--- src/rtl/riscv_mem_pkg.sv ---
// -----------------------------------------------------------------------------
// riscv_mem_pkg
// Shared types and defaults for the memory-request arbitration path.
//   MEM_ARB_MAX_REQ         : largest number of requesters an arb_id_t can name
//   MEM_ARB_DEF_OUTSTANDING : default depth of the outstanding-ID FIFO
//   arb_id_t                : requester index carried through the ID FIFO
//   arb_state_e             : arbiter FSM states
// -----------------------------------------------------------------------------
package riscv_mem_pkg;

  localparam int MEM_ARB_MAX_REQ         = 8;
  localparam int MEM_ARB_DEF_OUTSTANDING = 4;

  typedef logic [2:0] arb_id_t;

  typedef enum logic {
    ARB,
    HOLD
  } arb_state_e;

endpackage

--- src/rtl/arb_id_fifo.sv ---
// -----------------------------------------------------------------------------
// arb_id_fifo
// Synchronous FIFO of requester IDs, one entry per request still waiting for
// its downstream response.
//   i_clk    : clock
//   i_rst_n  : synchronous active-low reset, empties the FIFO
//   i_push   : write i_id (ignored when full)
//   i_id     : ID to store
//   i_pop    : drop the head entry (ignored when empty)
//   o_id     : head entry
//   o_full   : occupancy == DEPTH
//   o_empty  : occupancy == 0
//   o_count  : current occupancy
// -----------------------------------------------------------------------------
module arb_id_fifo
  import riscv_mem_pkg::*;
#(
  parameter int DEPTH = MEM_ARB_DEF_OUTSTANDING
) (
  input  logic                       i_clk,
  input  logic                       i_rst_n,
  input  logic                       i_push,
  input  arb_id_t                    i_id,
  input  logic                       i_pop,
  output arb_id_t                    o_id,
  output logic                       o_full,
  output logic                       o_empty,
  output logic [$clog2(DEPTH+1)-1:0] o_count
);

  localparam int PW = $clog2(DEPTH);
  localparam int CW = $clog2(DEPTH + 1);

  arb_id_t         r_mem [DEPTH];
  logic [PW-1:0]   r_wr_ptr;
  logic [PW-1:0]   r_rd_ptr;
  logic [CW-1:0]   r_count;
  logic            w_push;
  logic            w_pop;

  assign o_full  = (r_count == CW'(DEPTH));
  assign o_empty = (r_count == '0);
  assign o_count = r_count;
  assign o_id    = r_mem[r_rd_ptr];

  assign w_push = i_push && !o_full;
  assign w_pop  = i_pop && !o_empty;

  // DEPTH is a power of two, so pointers wrap by plain overflow.
  always_ff @(posedge i_clk) begin
    if (!i_rst_n) begin
      r_wr_ptr <= '0;
      r_rd_ptr <= '0;
      r_count  <= '0;
    end else begin
      if (w_push) r_wr_ptr <= r_wr_ptr + PW'(1);
      if (w_pop)  r_rd_ptr <= r_rd_ptr + PW'(1);
      case ({w_push, w_pop})
        2'b10:   r_count <= r_count + CW'(1);
        2'b01:   r_count <= r_count - CW'(1);
        default: r_count <= r_count;
      endcase
    end
  end

  // Storage needs no reset; only entries between the pointers are ever read.
  always_ff @(posedge i_clk) begin
    if (w_push) r_mem[r_wr_ptr] <= i_id;
  end

endmodule

--- src/rtl/mem_req_arbiter.sv ---
// -----------------------------------------------------------------------------
// mem_req_arbiter
// Round-robin arbiter sharing one downstream memory request/response channel
// among NUM_REQ requesters. Requests pass through combinationally; the grant
// is locked while the downstream stalls. Granted IDs are queued in order so
// each downstream response is routed back to the requester that issued it.
//   clk_i / rst_ni        : clock, synchronous active-low reset
//   req_*                 : upstream request channel, packed per requester
//   rsp_*                 : upstream response channel (valid one-hot, data shared)
//   mem_req_* / mem_rsp_* : downstream request and response channels
//   outstanding_o         : number of requests awaiting a response
// -----------------------------------------------------------------------------
module mem_req_arbiter
  import riscv_mem_pkg::*;
#(
  parameter int NUM_REQ         = 2,
  parameter int ADDR_W          = 32,
  parameter int DATA_W          = 32,
  parameter int MAX_OUTSTANDING = MEM_ARB_DEF_OUTSTANDING
) (
  input  logic                                 clk_i,
  input  logic                                 rst_ni,
  input  logic [NUM_REQ-1:0]                   req_valid_i,
  output logic [NUM_REQ-1:0]                   req_ready_o,
  input  logic [NUM_REQ*ADDR_W-1:0]            req_addr_i,
  input  logic [NUM_REQ-1:0]                   req_write_i,
  input  logic [NUM_REQ*DATA_W-1:0]            req_wdata_i,
  output logic [NUM_REQ-1:0]                   rsp_valid_o,
  input  logic [NUM_REQ-1:0]                   rsp_ready_i,
  output logic [DATA_W-1:0]                    rsp_rdata_o,
  output logic                                 rsp_error_o,
  output logic                                 mem_req_valid_o,
  input  logic                                 mem_req_ready_i,
  output logic [ADDR_W-1:0]                    mem_req_addr_o,
  output logic                                 mem_req_write_o,
  output logic [DATA_W-1:0]                    mem_req_wdata_o,
  input  logic                                 mem_rsp_valid_i,
  output logic                                 mem_rsp_ready_o,
  input  logic [DATA_W-1:0]                    mem_rsp_rdata_i,
  input  logic                                 mem_rsp_error_i,
  output logic [$clog2(MAX_OUTSTANDING+1)-1:0] outstanding_o
);

  arb_state_e           r_state;
  arb_id_t              r_rr_ptr;
  arb_id_t              r_grant;

  arb_id_t              w_winner;
  arb_id_t              w_sel;
  arb_id_t              w_head;
  logic [NUM_REQ-1:0]   w_sel_oh;
  logic [NUM_REQ-1:0]   w_head_oh;
  logic                 w_req_valid;
  logic                 w_push;
  logic                 w_pop;
  logic                 w_full;
  logic                 w_empty;
  logic                 w_rsp_active;

  // First valid requester at or after ptr, wrapping modulo NUM_REQ.
  function automatic arb_id_t rr_pick(input logic [NUM_REQ-1:0] valid,
                                      input arb_id_t ptr);
    arb_id_t pick;
    logic    found;
    int      idx;
    pick  = ptr;
    found = 1'b0;
    for (int off = 0; off < NUM_REQ; off++) begin
      idx = (int'(ptr) + off) % NUM_REQ;
      if (!found && valid[idx]) begin
        pick  = arb_id_t'(idx);
        found = 1'b1;
      end
    end
    return pick;
  endfunction

  function automatic arb_id_t rr_next(input arb_id_t id);
    return (id == arb_id_t'(NUM_REQ - 1)) ? '0 : id + arb_id_t'(1);
  endfunction

  arb_id_fifo #(
    .DEPTH (MAX_OUTSTANDING)
  ) u_id_fifo (
    .i_clk   (clk_i),
    .i_rst_n (rst_ni),
    .i_push  (w_push),
    .i_id    (w_sel),
    .i_pop   (w_pop),
    .o_id    (w_head),
    .o_full  (w_full),
    .o_empty (w_empty),
    .o_count (outstanding_o)
  );

  assign w_winner = rr_pick(req_valid_i, r_rr_ptr);
  assign w_sel    = (r_state == HOLD) ? r_grant : w_winner;

  // HOLD never needs a fullness check: it is entered only when not full and
  // nothing is pushed until it exits. Full blocks on the registered count, so
  // a same-cycle pop does not free a slot until the next cycle.
  assign w_req_valid = rst_ni && ((r_state == HOLD) || (!w_full && (|req_valid_i)));
  assign w_push      = w_req_valid && mem_req_ready_i;

  always_comb begin
    w_sel_oh  = '0;
    w_head_oh = '0;
    for (int k = 0; k < NUM_REQ; k++) begin
      w_sel_oh[k]  = (w_sel == arb_id_t'(k));
      w_head_oh[k] = (w_head == arb_id_t'(k));
    end
  end

  // Downstream payload is muxed from the selected requester, zero when idle.
  always_comb begin
    mem_req_addr_o  = '0;
    mem_req_write_o = 1'b0;
    mem_req_wdata_o = '0;
    for (int k = 0; k < NUM_REQ; k++) begin
      if (w_req_valid && w_sel_oh[k]) begin
        mem_req_addr_o  = req_addr_i[k*ADDR_W +: ADDR_W];
        mem_req_write_o = req_write_i[k];
        mem_req_wdata_o = req_wdata_i[k*DATA_W +: DATA_W];
      end
    end
  end

  assign mem_req_valid_o = w_req_valid;
  assign req_ready_o     = w_sel_oh & {NUM_REQ{w_push}};

  assign w_rsp_active    = rst_ni && !w_empty;
  assign rsp_valid_o     = w_head_oh & {NUM_REQ{w_rsp_active && mem_rsp_valid_i}};
  assign mem_rsp_ready_o = w_rsp_active && (|(w_head_oh & rsp_ready_i));
  assign rsp_rdata_o     = w_rsp_active ? mem_rsp_rdata_i : '0;
  assign rsp_error_o     = w_rsp_active && mem_rsp_error_i;
  assign w_pop           = mem_rsp_valid_i && mem_rsp_ready_o;

  always_ff @(posedge clk_i) begin
    if (!rst_ni) begin
      r_state  <= ARB;
      r_rr_ptr <= '0;
      r_grant  <= '0;
    end else begin
      case (r_state)
        ARB: begin
          if (w_req_valid) begin
            if (mem_req_ready_i) begin
              r_rr_ptr <= rr_next(w_winner);
            end else begin
              r_grant <= w_winner;
              r_state <= HOLD;
            end
          end
        end
        HOLD: begin
          if (mem_req_ready_i) begin
            r_rr_ptr <= rr_next(r_grant);
            r_state  <= ARB;
          end
        end
        default: r_state <= ARB;
      endcase
    end
  end

  a_rsp_not_empty: assert property (@(posedge clk_i) disable iff (!rst_ni)
    mem_rsp_valid_i |-> !w_empty);
  a_no_overflow: assert property (@(posedge clk_i) disable iff (!rst_ni)
    !(w_push && w_full));
  a_req_ready_onehot: assert property (@(posedge clk_i) disable iff (!rst_ni)
    $onehot0(req_ready_o));
  a_rsp_valid_onehot: assert property (@(posedge clk_i) disable iff (!rst_ni)
    $onehot0(rsp_valid_o));
  a_hold_valid_stable: assert property (@(posedge clk_i) disable iff (!rst_ni)
    (r_state == HOLD) |-> (|(req_valid_i & w_sel_oh)));

endmodule

--- config.mk ---
export PLATFORM = sky130hd
export DESIGN_NAME = mem_req_arbiter
export DESIGN_NICKNAME = d
export VERILOG_FILES = /design/src/rtl/riscv_mem_pkg.sv /design/src/rtl/arb_id_fifo.sv /design/src/rtl/mem_req_arbiter.sv
export SDC_FILE = /design/constraint.sdc
export NUM_CORES = 1
export LEC_CHECK = 0
export CAP_MARGIN = 10
export CORE_AREA = 2 2 107 109
export CTS_CLUSTER_SIZE = 10
export DETAILED_ROUTE_END_ITERATION = 10
export DIE_AREA = 0 0 109 111
export MAX_ROUTING_LAYER = met4
export PLACE_DENSITY_LB_ADDON = 0.25
export SKIP_CTS_REPAIR_TIMING = 1
export SYNTH_ARGS = -nofsm -noshare
export SYNTH_HDL_FRONTEND = slang
export SYNTH_SLANG_ARGS = --single-unit
--- constraint.sdc ---
create_clock -name clk_i -period 3.4 [get_ports clk_i]
set_clock_uncertainty 0.05 [all_clocks]
set_input_delay 0.68 -clock clk_i [delete_from_list [all_inputs] [get_ports clk_i]]
set_output_delay 0.68 -clock clk_i [all_outputs]
set_load 0.01 [all_outputs]
### Yosys cells after proc, flatten, opt, wreduce, memory -nomap -nowiden

Memory sizes are Yosys's and may differ from the RTL's. A register that Yosys moved wholly into a read port is not among the register bits.
Cells that the tools add are included.

| storage, ports and cells | value |
|---|---|
| register bits after elaboration | 14 |
| bits in latches | 0 |
| bits in writable memories | 12 |
| bits in read-only memories | 0 |
| output and inout bits | 107 |
| word-level logic and storage cells | 87 |
| memories | 1 |

| cells by class | value |
|---|---|
| add/sub/neg operators | 7 |
| $mul | 0 |
| divide/modulo/power cells | 0 |
| magnitude comparators | 2 |
| equal/unequal tests | 10 |
| shift-type cells | 0 |
| mux-type cells | 30 |
| bitwise logic cells | 6 |
| reductions and logical operators | 25 |

Memories:

| memory | depth | bits a word | read ports | clocked after Yosys merged registers in | write ports | RTL line | text |
|---|---|---|---|---|---|---|---|
| u_id_fifo.r_mem | 4 | 3 | 1 | 1 | 1 | arb_id_fifo.sv:34 | `arb_id_t r_mem [DEPTH];` |

Operator list:

| cell | count |
|---|---|
| 2-to-1 mux 32 bit | 5 |
| 2-to-1 mux 3 bit | 8 |
| logical AND 1 bit | 13 |
| == test 3 x 1 -> 1 bit (second input constant) | 4 |
| 2-to-1 mux 1 bit | 12 |
| one-hot mux 3 bit (2 select lines) | 2 |
| adder 3 x 1 -> 3 bit (second input constant) | 3 |
| zero test 3 bit | 3 |
| AND 2 bit | 3 |
| inequality test 2 bit (second input constant) | 3 |
| AND reduction 3 bit | 2 |
| adder 2 x 1 -> 2 bit (second input constant) | 2 |
| 2-to-1 mux 2 bit | 2 |
| OR reduction 2 bit | 2 |
| == test 3 bit (second input constant) | 1 |
| zero test 1 bit | 3 |
| < comparator 2 x 3 -> 1 bit (second input constant) | 1 |
| subtractor 3 x 1 -> 3 bit (second input constant) | 1 |
| == test 2 x 1 -> 1 bit (second input constant) | 1 |
| == test 2 bit (second input constant) | 1 |
| < comparator 1 x 2 -> 1 bit (second input constant) | 1 |
| inverter 1 bit | 2 |
| one-hot mux 1 bit (2 select lines) | 1 |
| nonzero test 2 bit | 1 |
| 3 further kinds | 3 |

### Longest topological paths before layout

Gate-level depths: netlist of run 1.

| logic depth | value |
|---|---|
| depth after elaboration | 12 |
| depth in mapped cells | 11 |
| gate-level depth less buffers | 10 |

### Hierarchy

From an unflattened synthesis of run 1, not the netlist that was laid out.

| second synthesis, totals | value |
|---|---|
| cells, all modules | 461 |
| area, all modules | 3115.5 um^2 |

Modules (own cells, without submodules):

| module | instances | cells an instance | area each (um^2) | seq. area each (um^2) |
|---|---|---|---|---|
| mem_req_arbiter | 1 | 392 | 2193.4 | 140.1 |
| arb_id_fifo | 1 | 69 | 922.1 | 540.5 |

### Least setup slack after synthesis of run 1

OpenSTA, ideal clock, no wires.

| path | value |
|---|---|
| kind | input -> output |
| from | input req_valid_i[1] |
| to | output mem_req_addr_o[0] |
| data arrival time | 2095 ps |
| required time | 2670 ps |
| setup slack | 575 ps |
| stages on the path | 7 |
| buffers on the path | 2 |
| cell sequence | nor2_1 a22o_1 or4b_4 nor2_2 buf_4 buf_4 a22o_1 |

| between the ends | value |
|---|---|
| longest elaborated chain between the ends | 11 |
| elaborated cells between the ends (all ways) | 21 |
| classes of those cells | eq/ne (1); mux (11); reduce/logical (9) |

Ends and longest elaborated chain:

| item | RTL line | text |
|---|---|---|
| from (decl) | mem_req_arbiter.sv:23 | `input logic [NUM_REQ-1:0] req_valid_i,` |
| 2-to-1 mux 1 bit (not written as such) (2 in a row) | mem_req_arbiter.sv:70 | `if (!found && valid[idx]) begin` |
| 2-to-1 mux 1 bit | mem_req_arbiter.sv:70 |  |
| zero test 1 bit | mem_req_arbiter.sv:70 |  |
| logical AND 1 bit | mem_req_arbiter.sv:70 |  |
| 2-to-1 mux 3 bit * | mem_req_arbiter.sv:70 |  |
| 2-to-1 mux 3 bit * | mem_req_arbiter.sv:97 | `assign w_sel = (r_state == HOLD) ? r_grant : w_winner;` |
| net u_id_fifo.i_id[1] | arb_id_fifo.sv:23 | `input arb_id_t i_id,` |
| zero test 3 bit | mem_req_arbiter.sv:109 | `w_sel_oh[k] = (w_sel == arb_id_t'(k));` |
| logical AND 1 bit | mem_req_arbiter.sv:120 | `if (w_req_valid && w_sel_oh[k]) begin` |
| 2-to-1 mux 32 bit | mem_req_arbiter.sv:120 |  |
| 2-to-1 mux 32 bit * | mem_req_arbiter.sv:120 |  |
| to (decl) | mem_req_arbiter.sv:34 | `output logic [ADDR_W-1:0] mem_req_addr_o,` |

Mark *: on every way through the listed nets, which the timed path passes. The rest lies on a longest branch. The select of a mux whose other input is x is not followed.

### Worst setup path in the final report of run 1

| path | value |
|---|---|
| from | input rst_ni |
| to | output mem_req_wdata_o[20] |

| between the ends | value |
|---|---|
| longest elaborated chain between the ends | 4 |
| elaborated cells between the ends (all ways) | 5 |
| classes of those cells | mux (2); reduce/logical (3) |

Ends and longest elaborated chain:

| item | RTL line | text |
|---|---|---|
| from (decl) | mem_req_arbiter.sv:22 | `input logic rst_ni,` |
| logical AND 1 bit * | mem_req_arbiter.sv:102 | `assign w_req_valid = rst_ni && ((r_state == HOLD) \|\| (!w_full && (\|req_valid_i)));` |
| logical AND 1 bit | mem_req_arbiter.sv:120 |  |
| 2-to-1 mux 32 bit | mem_req_arbiter.sv:120 |  |
| 2-to-1 mux 32 bit * | mem_req_arbiter.sv:120 |  |
| to (decl) | mem_req_arbiter.sv:36 | `output logic [DATA_W-1:0] mem_req_wdata_o,` |

Mark *: on every way between the ends. The rest lies on a longest branch, timed or not.

==> flow_metrics.py, run 1 <==
metrics = {
    "run": {
        "max_cap_viol_count": 0,
    },
    "worst_setup_path": {
        "cpPeakStageDelay_ns": 0.56,
        "required_ns": 2.67,
        "end_kind": "output port",
        "crit_chain": "clkdlybuf4s50_1 -> inv_1 -> or4b_4 -> nor2_4 -> buf_12 -> buf_4 -> a22o_1 -> buf_2",
        "arrival_ns": 2.58,
        "crit_start": "rst_ni",
        "timing.critical_path.max_delay_family": "buffers and inverters",
        "cpMaxStageDelayCell": "or4b_4",
        "crit_path_start_kind": "input port",
        "path_buf_inv": 5,
        "cp_max_fo": 7,
        "crit_type": "in -> out",
    },
    "clocking": {
        "cts_tree": "done",
        "cts_sinks": 28,
        "cts_buffers": 3,
        "clk_root_buffer_cell": "clkbuf_16",
        "htreeDepth": 1,
        "clkTransAtPathRegs_ns": 0.07,
        "cts_max_path_buffers": 2,
        "clk_latency_ns": 0.26,
    },
    "cells_and_area": {
        "fin_cells": 665,
        "areaGrowthSynthToFinish_pct": 147,
        "drive_above_1_share_pct": 14.0,
        "final_area_sq_um": 5440,
        "fin_nets": 700,
        "antenna_cells": 0,
        "fillers": 1039,
    },
    "floorplanning": {
        "ios": 278,
        "die_w_um": 109,
        "rows": 39,
        "dieArea_sq_um": 12100,
        "fp.coreArea_sq_um": 11100,
        "die_y_um": 111,
        "initial_core_util_pct": 19.9,
    },
    "global_routing": {
        "grt_pass1_wl_um": 15100,
        "grt.total_usage_pct": 16.5,
        "grt-ovfl-total": 0,
        "grt_max_degree": 57,
        "antenna_found_initial": 0,
        "grt_pass1_vias": 2783,
    },
    "timing": {
        "max_slew_margin_pct": 65.7,
        "tns_ns": 0,
        "drv_slew": 0,
        "finalSetupViolations": 0,
        "timing.fmax_mhz": 302,
        "rsz0062_at_grt": "no",
        "period_needed_ns": 3.31,
        "finalHoldViolations": 0,
        "worst_pin_slew_ns": 0.508,
        "min_period_over_period_pct": 97.3,
    },
    "route": {
        "wl_per_cell_um": 17.1,
        "viasPerCell": 4.45,
        "firstDrtPassIters": 4,
        "drt-total-wl_um": 11400,
        "antenna_left": 0,
        "vias": 2959,
        "drc": 0,
        "drt_iter0_markers": 133,
    },
    "logic_synthesis": {
        "yosysTopAreaCell": "a22o_1",
        "yosysTopAreaCellShare_pct": 26.6,
        "syn_nets": 411,
        "synthCells": 234,
        "ys_seq_elements": 28,
        "ys_types": 34,
        "ys_seq_area_share_pct": 30.9,
        "syn_area_sq_um": 2200,
        "yosys_warnings": 0,
        "synth_area_leaders": "a22o_1 (27%), edfxtp_1 (16%), dfxtp_1 (15%), and2_1 (12%), buf_4 (3.7%)",
        "synth_area_per_cell_sq_um": 9.42,
    },
    "power": {
        "finalPower_mw": 1.36,
        "leakage_nw": 2.68,
        "p_clk_share_pct": 25.4,
        "powerDensity_nw_per_um2": 250,
        "combPwrFrac_pct": 47.6,
        "p_int_mw": 1.00,
        "netSwitchingPower_mw": 0.356,
        "seqPwrFrac_pct": 27.0,
        "ir_drop_mv": 0.233,
        "sw_frac_of_total_pct": 26.2,
    },
    "placed_design": {
        "place_area_sq_um": 5180,
        "gp_congestion": 0.803,
        "dp.cells": 649,
        "io_buffers": 277,
        "post-dp-hpwl_um": 8770,
    },
    "run_status": {
        "status": "complete, no violations",
    },
    "hold_path": {
        "hold_start": "u_id_fifo.r_rd_ptr[1]",
        "hold_class": "reg -> reg",
    },
}
-- worst reg2reg max path, delay by kind of cell (launching register included) --
family                     cells  cell delay, ns
adders and majority gates      2            0.59
xor gates and xnor gates       1            0.16
and+or+nand+nor                4            1.15
DFF                            1            0.39
AOI/OAI and AO/OA              2            0.33
buffers and inverters          1            0.06
-- path summary, 6_finish.rpt --
path	to	slack, ns	cells after the start
max	mem_req_wdata_o[20]	0.09	8
min reg2reg	u_id_fifo.r_rd_ptr[1]	0.40	1
min	u_id_fifo.r_rd_ptr[1]	0.40	1
max reg2reg	u_id_fifo.o_count[2]	0.59	10
-- layout by cell type (no fill, tap or decap), types with 2 or more instances in the layout --
cell	Yosys	layout
nor3_1	2	2
clkdlybuf4s50_1	0	208
xnor2_1	2	2
edfxtp_1	12	12
nand2_1	6	6
clkbuf_2	0	32
nand3_1	5	5
dfxtp_1	16	16
buf_6	0	7
nor2_4	0	2
dlymetal6s2s_1	0	34
o21ai_0	4	4
clkbuf_16	0	7
buf_12	0	6
a22o_1	67	67
buf_4	11	12
a21boi_0	2	2
inv_1	9	9
and3_1	4	4
mux2i_1	8	8
nor2b_1	6	6
nor2_2	2	2
and2_1	43	43
xor2_1	2	2
and4b_1	2	2
ha_1	5	5
nor2_1	5	3
-- routing by layer --
| metal | global-route usage [%] | part of all wire (%) | up-vias | routed length, um |
|---|---|---|---|---|
| met4 | 2.74 | 1.1 | 0 | 123 |
| met1 | 19.0 | 41 | 1388 | 4630 |
| met3 | 2.88 | 5.2 | 10 | 585 |
| met5 | - | 0 | - | 0 |
| met2 | 29.7 | 53 | 106 | 6010 |
| li1 | - | - | 1455 | - |
-- cell type report --
class	count	area (sq um)	area share, %
Tap cell	143	179	3.29
Timing Repair Buffer	304	3060	56.3
Inverter	9	33.8	0.621
Clock inverter	1	30.0	0.552
Sequential cell	28	681	12.5
Multi-Input combinational cell	177	1380	25.4
Clock buffer	3	75.1	1.38
-- kinds of logic after synthesis --
family,Yosys count,synth area share (%)
buffers and inverters,29,7.04
flip-flops,28,30.9
AND/OR/NAND/NOR,81,22.3
XOR/XNOR,4,1.59
multiplexers,9,4.66
AO/OA/AOI/OAI,76,29.4
adder cells (fa/ha/maj),7,4.20
-- Yosys cell counts --
cell	n
a211o_1	1
a21boi_0	2
a22o_1	67
and2_1	43
and3_1	4
and4b_1	2
buf_2	4
buf_4	11
clkbuf_1	5
dfxtp_1	16
edfxtp_1	12
fa_1	1
ha_1	5
inv_1	9
maj3_1	1
mux2i_1	8
mux4_2	1
nand2_1	6
nand3_1	5
nand4_1	1
nor2_1	5
nor2_2	2
nor2b_1	6
nor3_1	2
nor3b_1	1
o21ai_0	4
o21bai_1	1
o311ai_0	1
or3_1	1
or3b_2	1
or4_1	1
or4b_4	1
xnor2_1	2
xor2_1	2
-- power by group through the flow --
stage	Combinational [mW]	Clock, mW	Sequential (mW)
after floorplan	0.216	0	0.372
final	0.647	0.344	0.367
after CTS	0.639	0.350	0.367
after global routing	0.686	0.369	0.368
after global placement	0.632	0	0.374
after detailed placement	0.637	0	0.374
-- flip-flops by register name, indices dropped and copies added, names as in the netlist, named ones only --
signal,count
u_id_fifo.r_mem,12
r_rr_ptr,3
u_id_fifo.o_count,3
r_grant,3
u_id_fifo.r_rd_ptr,2
r_state,1
u_id_fifo.r_wr_ptr,2
-- through the flow --
stage               utilization [%]  setup WS, ns  hold WS, ns
floorplan                         -         0.575        0.377
global placement               46.8        -0.579        0.389
detailed placement             46.8        -0.585        0.399
CTS                            47.7        -0.588        0.409
global route                   49.1        0.0551        0.451
finish                         49.1        0.0912        0.405
(Power assumes the default switching activity.)
==> run 2: changes to the inputs <==
--- a/config.mk
+++ b/config.mk
@@ -5,11 +5,12 @@
 export SDC_FILE = /design/constraint.sdc
 export NUM_CORES = 1
 export LEC_CHECK = 0
+export ABC_AREA = 1
 export CAP_MARGIN = 10
-export CORE_AREA = 2 2 107 109
+export CORE_AREA = 2 2 108 110
 export CTS_CLUSTER_SIZE = 10
 export DETAILED_ROUTE_END_ITERATION = 10
-export DIE_AREA = 0 0 109 111
+export DIE_AREA = 0 0 110 112
 export MAX_ROUTING_LAYER = met4
 export PLACE_DENSITY_LB_ADDON = 0.25
 export SKIP_CTS_REPAIR_TIMING = 1
==> constraint.sdc (replaced) <==
create_clock -name clk_i -period 2.7 [get_ports clk_i]
set_clock_uncertainty 0.05 [all_clocks]
set_input_delay 0.54 -clock clk_i [delete_from_list [all_inputs] [get_ports clk_i]]
set_output_delay 0.54 -clock clk_i [all_outputs]
set_load 0.01 [all_outputs]
==> flow_metrics.py, run 2 <==
metrics = {
    "run_status": {
        "status": "complete, no violations",
    },
    "timing": {
        "min_period_over_period_pct": 98.6,
        "tns_ns": 0,
        "finalHoldViolations": 0,
        "finalSetupViolations": 0,
        "timing.fmax_mhz": 376,
        "rsz0062_at_grt": "yes",
        "max_slew_margin_pct": 76.7,
        "worst_pin_slew_ns": 0.345,
        "timing.hold.ws_ns": 0.451,
        "drv_slew": 0,
        "period_needed_ns": 2.66,
    },
    "cells_and_area": {
        "post-route-util_pct": 52.2,
        "antenna_cells": 0,
        "drive_above_1_share_pct": 17.0,
        "areaGrowthSynthToFinish_pct": 133,
        "regArea_sq_um": 683,
        "largest_reg_flops": 12,
        "fillers": 1078,
        "fin_nets": 944,
        "largest-register": "u_id_fifo.r_mem",
        "multiInputGateArea_sq_um": 1510,
        "final_common_cell": "nand2_1",
        "layout_common_cells": "nand2_1 (216), clkdlybuf4s50_1 (206), inv_1 (64), nor2_1 (53), clkbuf_2 (42)",
        "fin_cells": 909,
    },
    "clocking": {
        "cts_sinks": 28,
        "cts_max_path_buffers": 2,
        "htreeDepth": 1,
        "cts_tree": "done",
        "cts_buffers": 3,
        "clkTransAtPathRegs_ns": 0.07,
        "clk_root_buffer_cell": "clkbuf_16",
        "clk_latency_ns": 0.27,
    },
    "logic_synthesis": {
        "synth_area_per_cell_sq_um": 5.52,
        "synth_area_leaders": "nand2_1 (33%), edfxtp_1 (14%), dfxtp_1 (13%), inv_1 (9.7%), nor2_1 (8.5%)",
        "yosys_warnings": 0,
        "yosysTopAreaCellShare_pct": 33.2,
        "synthTopCellsByCount": "nand2_1 (222), inv_1 (65), nor2_1 (57)",
        "async_reset_ff_share_pct": 0,
        "synthCells": 454,
        "ys_seq_area_share_pct": 27.1,
        "syn_nets": 631,
        "ys_types": 23,
        "synth-edff-count": 12,
        "syn_area_sq_um": 2510,
        "yosysTopAreaCell": "nand2_1",
        "dominantRegCellSynth": "dfxtp_1",
        "yosysMostFrequentCell": "nand2_1",
        "ys_seq_elements": 28,
    },
    "power": {
        "powerDensity_nw_per_um2": 301,
        "ir_drop_mv": 0.274,
        "leakage_nw": 3.15,
    },
    "global_routing": {
        "grt_pass1_vias": 3513,
        "grt_pass1_wl_um": 17400,
        "antenna_found_initial": 0,
        "grt-ovfl-total": 0,
        "grt_max_degree": 54,
        "grt.total_usage_pct": 18.5,
    },
    "placed_design": {
        "io_buffers": 277,
        "post-dp-hpwl_um": 10100,
        "dp.cells": 880,
        "gp_congestion": 0.890,
    },
    "route": {
        "wl_per_cell_um": 14.7,
        "antenna_left": 0,
        "drt_iter0_markers": 173,
        "drt-total-wl_um": 13400,
        "vias": 3899,
        "drc": 0,
        "firstDrtPassIters": 4,
        "viasPerCell": 4.29,
    },
    "floorplanning": {
        "ios": 278,
        "die_w_um": 110,
        "rows": 39,
        "fp.coreArea_sq_um": 11200,
        "die_y_um": 112,
        "dieArea_sq_um": 12300,
        "initial_core_util_pct": 22.4,
    },
    "run": {
        "max_cap_viol_count": 0,
    },
    "hold_path": {
        "hold_class": "reg -> reg",
        "min_to": "r_grant[1]",
        "hold_start": "r_grant[1]",
        "holdPathStages": 2,
    },
    "worst_setup_path": {
        "r2r_slack_ns": 0.24,
        "crit_path_start_kind": "input port",
        "required_ns": 2.11,
        "end_kind": "output port",
        "timing.rr.start": "u_id_fifo.o_count[0]",
        "timing.rr.end": "u_id_fifo.o_count[2]",
        "r2r_cells": 16,
        "cp_max_fo": 5,
        "crit_type": "in -> out",
        "arrival_ns": 2.07,
    },
}
-- run 2: cell types whose count changed after synthesis, sizes merged, moves of 14 or more --
cell / before / now
a21oi: 0 / 14
a22o: 67 / 0
and2: 43 / 0
inv: 9 / 68
nand2: 6 / 222
nor2: 7 / 57
-- run 2: worst max path at each step --
stage	from	endpoint	slack (ns)	cells past startpoint
final	req_valid_i[0]	mem_req_wdata_o[10]	0.04	13
after CTS	req_valid_i[1]	mem_req_addr_o[1]	-0.77	11
after global placement	req_valid_i[1]	mem_req_addr_o[1]	-0.73	11
after detailed placement	req_valid_i[1]	mem_req_addr_o[1]	-0.77	11
after global routing	req_valid_i[0]	mem_req_addr_o[5]	-0.04	13
after floorplan	req_valid_i[0]	u_id_fifo.o_count[2]	0.31	14
-- run 2: where the power goes --
| group | internal [mW] | leakage, nW | switching [mW] |
|---|---|---|---|
| sequential | 0.457 | 0.240 | 0.0106 |
| clock | 0.295 | 0.0511 | 0.141 |
| combinational | 0.494 | 2.85 | 0.360 |
-- run 2: stage by stage --
stage                     power, mW  worst slack, ns  cell area, sq um
after global placement         1.29           -0.730              5570
after global routing           1.85          -0.0426              5830
after floorplan               0.745            0.312              2510
final                          1.76           0.0379              5830
after CTS                      1.73           -0.771              5680
after detailed placement       1.29           -0.772              5570
-- run 2: final cells by class --
class / count / area share, %
inverter: 68 / 4.38
timing repair buffer: 327 / 53.1
multi-input combinational: 339 / 25.9
sequential: 28 / 11.7
clock inverter: 1 / 0.515
clock buffer: 3 / 1.29
tap: 143 / 3.07
-- run 2: layer usage --
metal | wire length [um] | track usage, % | vias up
met5 | 0 | - | -
met4 | 357 | 6.08 | 0
met3 | 1150 | 4.57 | 27
met1 | 5070 | 19.2 | 1733
met2 | 6830 | 33.4 | 159
li1 | - | - | 1980
-- run 2: critical path, cell delays in order --
cell and delay, ns:
clkbuf_2 0.11, inv_2 0.06, a21oi_4 0.12, nor3_2 0.06, a21oi_2 0.18, inv_2 0.07, nor3_4 0.24, buf_6 0.14
buf_4 0.13, buf_4 0.10, nand2_1 0.08, nand2_1 0.07, dlymetal6s2s_1 0.16
-- run 2: kinds of logic after synthesis --
kind of cell / after synthesis / synth area share [%]
XOR/XNOR: 2 / 0.699
adder cells (fa/ha/maj): 6 / 3.29
buffers and inverters: 87 / 15.1
AO/OA/AOI/OAI: 28 / 6.49
flip-flops: 28 / 27.1
AND/OR/NAND/NOR: 303 / 47.3
